$ cat config.mk
export PLATFORM = sky130hd
export DESIGN_NAME = ps2_rx
export DESIGN_NICKNAME = d
export VERILOG_FILES = /design/src/rtl/ps2_rx.sv
export SDC_FILE = /design/constraint.sdc
export NUM_CORES = 1
export LEC_CHECK = 0
export BUFFER_PORTS_ARGS = -buffer_cell sky130_fd_sc_hd__buf_2
export CORE_UTILIZATION = 40
export CTS_CLUSTER_SIZE = 25
export DETAILED_ROUTE_END_ITERATION = 8
export PLACE_DENSITY = 0.63
export SYNTH_ARGS = -nofsm -noshare
export SYNTH_HDL_FRONTEND = slang
export SYNTH_SLANG_ARGS = --single-unit
$ cat constraint.sdc
create_clock -name clock32 -period 1.9 [get_ports clock32]
set_input_delay 0.475 -clock clock32 [delete_from_list [all_inputs] [get_ports clock32]]
set_output_delay 0.475 -clock clock32 [all_outputs]
set_load 0.05 [all_outputs]
$ cat src/rtl/ps2_rx.sv
// ps2_rx: PS/2 keyboard receiver that turns raw pad lines into decoded scan-code strobes.
// Ports: clock32/reset (32 MHz clock, sync active-high reset), ps2Ck/ps2D (async pad lines),
//        strb (1-cycle code valid), make/code/ext (held until next strb), err (1-cycle error pulse).
// Option: define PS2_RX_WATCHDOG_EN to add a ~4.1 ms mid-frame timeout.
module ps2_rx (
    input  logic       clock32,
    input  logic       reset,
    input  logic       ps2Ck,
    input  logic       ps2D,
    output logic       strb,
    output logic       make,
    output logic [7:0] code,
    output logic       ext,
    output logic       err
);
    typedef enum logic [1:0] {IDLE, DATA, PARITY, STOP} state_t;
    state_t     state;
    logic [1:0] ck_s, d_s;
    logic [3:0] cnt;
    logic       ck_f, par, e0, f0, fall;
    logic [2:0] bit_cnt;
    logic [7:0] shreg;
`ifdef PS2_RX_WATCHDOG_EN
    logic [16:0] wd;
`endif
    // the 16th consecutive low sample while the filtered clock is high is the falling edge
    assign fall = ck_f & ~ck_s[1] & (cnt == 4'd15);
    always_ff @(posedge clock32) begin
        if (reset) begin
            ck_s    <= 2'b11;
            d_s     <= 2'b11;
            cnt     <= '0;
            ck_f    <= 1'b1;
            state   <= IDLE;
            bit_cnt <= '0;
            shreg   <= '0;
            par     <= 1'b0;
            e0      <= 1'b0;
            f0      <= 1'b0;
            strb    <= 1'b0;
            err     <= 1'b0;
            make    <= 1'b0;
            code    <= '0;
            ext     <= 1'b0;
`ifdef PS2_RX_WATCHDOG_EN
            wd      <= '0;
`endif
        end else begin
            ck_s <= {ck_s[0], ps2Ck};
            d_s  <= {d_s[0], ps2D};
            strb <= 1'b0;
            err  <= 1'b0;
            if (ck_s[1] == ck_f) cnt <= '0;
            else if (cnt == 4'd15) begin
                ck_f <= ck_s[1];
                cnt  <= '0;
            end else cnt <= cnt + 4'd1;
            if (fall) begin
                case (state)
                    IDLE: begin
                        bit_cnt <= '0;
                        state   <= d_s[1] ? IDLE : DATA;
                    end
                    DATA: begin
                        shreg   <= {d_s[1], shreg[7:1]};
                        bit_cnt <= bit_cnt + 3'd1;
                        state   <= (bit_cnt == 3'd7) ? PARITY : DATA;
                    end
                    PARITY: begin
                        par   <= d_s[1];
                        state <= STOP;
                    end
                    STOP: begin
                        state <= IDLE;
                        if (d_s[1] && (^{shreg, par})) begin
                            if (shreg == 8'hE0) e0 <= 1'b1;
                            else if (shreg == 8'hF0) f0 <= 1'b1;
                            else begin
                                strb <= 1'b1;
                                code <= shreg;
                                make <= ~f0;
                                ext  <= e0;
                                e0   <= 1'b0;
                                f0   <= 1'b0;
                            end
                        end else begin
                            err <= 1'b1;
                            e0  <= 1'b0;
                            f0  <= 1'b0;
                        end
                    end
                endcase
            end
`ifdef PS2_RX_WATCHDOG_EN
            // a fall wins over an expiring count, so strb and err cannot coincide
            if (state == IDLE || fall) wd <= '0;
            else if (&wd) begin
                wd    <= '0;
                err   <= 1'b1;
                e0    <= 1'b0;
                f0    <= 1'b0;
                state <= IDLE;
            end else wd <= wd + 17'd1;
`endif
        end
    end
endmodule
==> run metrics <==
result of the run=finished, final reports clean; clock slew at reported path FFs=70 ps; total congestion overflow=0; deepest level of the CTS H-tree=2; Post-CTS Repair Setup Buffers=0; via count of the first global-routing pass=1155; nets=193; antenna violations before repair=0; maximum vdd drop=0.483 mV; I/O Pins=16; sequential cell area in the final layout=742 um^2; flip-flop and latch count after synthesis=37; Max Fanout on Critical Path=3; post-cts hold buffer count=0; PostCTS Resize Cnt=0; layout cell share with drive strength beyond 1=0.247; Routed WL=2880 um; number of diodes=0; syn_nets=165; Crit Path Class=reg -> reg; sequential area share after synthesis=0.485; final std cells w/o fill=234; Buffers on Ports=15; Synth cell types=31; placed standard-cell area=~1700 um^2; RSZ-0062 raised after global routing=yes; share of the cycle needed by the critical path after routing=0.972; cell at the root of the clock tree=clkbuf_8; fraction of power consumed by combinational cells=0.022; maximum number of pins on one net before global-route repair=21; post-detailed-route DRC marker count=0; dominant delay contributor by cell family on the critical path=XOR/XNOR gates; area growth from synthesis to layout=21.9%; power dissipated by switching net loads=~270 uW; Relative slew margins=0.793; Mean Syn Cell Area=9.72 um^2; clock group share of total power=0.387; Vert. Die Dim=63.8 um; Routed wire per std cell=around 12 um; vias per cell=around 4.9; core area=3660 um^2; net switching share of the total power=0.206; placement row count=22; Detailed Place HPWL=2060 um; Clock Skew=4.10 ps; CP most frequent cell=xnor2_2; TritonCTS clock tree=done; delay contributed by the slowest stage of the critical path=450 ps; cell-by-cell trace of the critical path=xnor2_2 > xnor3_1 > xnor2_2 > and4_4 > mux2_4; worst-margin pin slew=307 ps; global-route wire length before repair=5040 um; core occupancy in the finished layout=0.508; Netlist Area Pre-Place=1530 um^2; effective utilization at floorplan=0.417; Final Power=roughly 1300 uW; total clock buffers created by CTS=5; Clock Sink Count=37; Async SR Flop Fraction=0; source-to-sink clock delay at the later pin of the worst-skew pair=280 ps; Setup violations, final=0; Max Transition Viols Final=0; cell with the biggest individual delay on the critical path=xnor3_1; Worst Path Required=2070 ps; combined area of the multi-input logic cells=around 760 um^2; max-cap check violation count=0; placer's final routability congestion estimate=0.762; count of mapped cells out of synthesis=157; Clock Tree Buf Depth=2; global-route usage over all layers=0.162; DR vias=1144; die boundary width=63.8 um; ratio of total power to cell area=around 710 nW/um^2; Most used DFF post-synth=dfxtp_1; first-iteration detailed-routing DRC count=44; Achievable Freq=0.541 GHz; CP bufs+invs=0; warning count from the yosys run=0; category of the worst setup path launch point=register; Leakage=0.000736 uW; total count of hold-check failures in the final report=0; count of TritonRoute iterations in the first routing pass=4; sequential fraction of design power=0.592; Critical Path End Type=register; total internal power=1050 uW; data arrival at the endpoint of the critical path=roughly 2000 ps; Final ANT Viol Nets=0; Die Area=4070 um^2; total non-filler cell area in the finished layout=1860 um^2; Filler cells=339; clock period minus final worst setup slack=about 1800 ps; post-placement cell count=225; class of the tightest hold or removal check=in -> reg; number of enable-type register cells in the synthesized netlist=0
Yosys cell counts (2+ instances only):
library cell,n,share of area
xor2_1,2,0.011
clkbuf_1,4,0.0098
and3_1,2,0.0082
or2_2,5,0.020
ha_1,4,0.033
a21oi_1,5,0.016
inv_1,3,0.0074
o21ai_0,2,0.0066
xnor2_1,5,0.029
mux2i_1,19,0.12
and2_1,2,0.0082
nor2_1,22,0.054
nand2_1,21,0.052
nand3_1,7,0.023
dfxtp_1,37,0.49
nor3_1,2,0.0066
per-stage QoR:
step	hold slack, ps	TNS, ps	setup slack (ps)
after floorplan	389	0	61.6
after global placement	396	0	93.3
after detailed placement	397	0	55.9
after CTS	370	0	1.78
after global routing	360	-121	-38.0
final	372	0	53.2
state kept, by name (all words and copies together) (netlist names), 2 cells and up, named ones only:
signal   flops
bit_cnt      3
cnt          4
ck_s         2
d_s          2
shreg        8
code         8
cells by family (layout without fill, tap and decap cells):
family,after synthesis,after routing,share of synthesized area
and+or+nand+nor,67,67,0.204
AOI/OAI and AO/OA,11,11,0.0467
adders and majority gates,4,4,0.0328
buffers and inverters,9,38,0.0336
muxes,20,20,0.132
DFF,37,37,0.485
xor gates and xnor gates,9,9,0.0656
power by group through the flow:
stage | combinational [uW] | sequential [uW] | clock [uW]
2_1_floorplan | 18.5 | 799 | 0
3_3_place_gp | 28.1 | 800 | 0
3_5_place_dp | 28.8 | 800 | 0
4_1_cts | 28.8 | 782 | 521
5_1_grt | 32.3 | 782 | 575
6_report | 28.9 | 782 | 511
metal layers:
layer / vias to the layer above / part of all wire / track usage
li1: 581 / - / -
met1: 526 / 0.47 / 0.184
met2: 30 / 0.47 / 0.275
met3: 7 / 0.042 / 0.0482
met4: 0 / 0.021 / 0.0767
met5: - / 0 / 0
worst register-to-register path, delay by kind of cell (launching register included):
kind             cells  cell delay (ps)
XOR/XNOR             3              800
flip-flops           1              330
multiplexers         1              310
AND/OR/NAND/NOR      1              300
area by class of cell:
cell class                 instances  area share
clock buffer                       8      0.0430
inverter                           3     0.00605
multi-input combinational        111       0.408
sequential                        37       0.399
tap                               48      0.0323
timing repair buffer              27       0.112
final timing paths:
kind	cells past startpoint	slack [ps]	start	to
max	5	50	shreg[5]$_SDFFE_PP0P_	make$_SDFFE_PP0P_
min	2	370	ps2Ck	ck_s[0]$_SDFF_PP1_
max reg2reg	5	50	shreg[5]$_SDFFE_PP0P_	make$_SDFFE_PP0P_
min reg2reg	1	420	d_s[0]$_SDFF_PP1_	d_s[1]$_SDFF_PP1_
cells in the final DEF (no fill, tap or decap):
cell       instances
dfxtp_1           36
nor2_1            21
nand2_1           21
mux2i_1           18
buf_2             15
buf_4              9
nand3_1            7
or2_2              5
a21oi_1            5
clkbuf_8           5
ha_1               4
inv_1              3
xnor2_1            3
xnor2_2            3
clkbuf_1           3
xor2_1             2
and3_1             2
and2_1             2
nor3_1             2
o21ai_0            2
buf_12             2
xnor3_1            1
nor4b_1            1
nand4b_1           1
a32oi_1            1
nand4_1            1
nor2_2             1
and4_4             1
o221a_2            1
nor2b_1            1
mux2_4             1
mux2i_2            1
a211oi_1           1
nor3b_1            1
o311ai_0           1
clkbuf_16          1
dfxtp_2            1
Power figures use the tool's default switching activity.
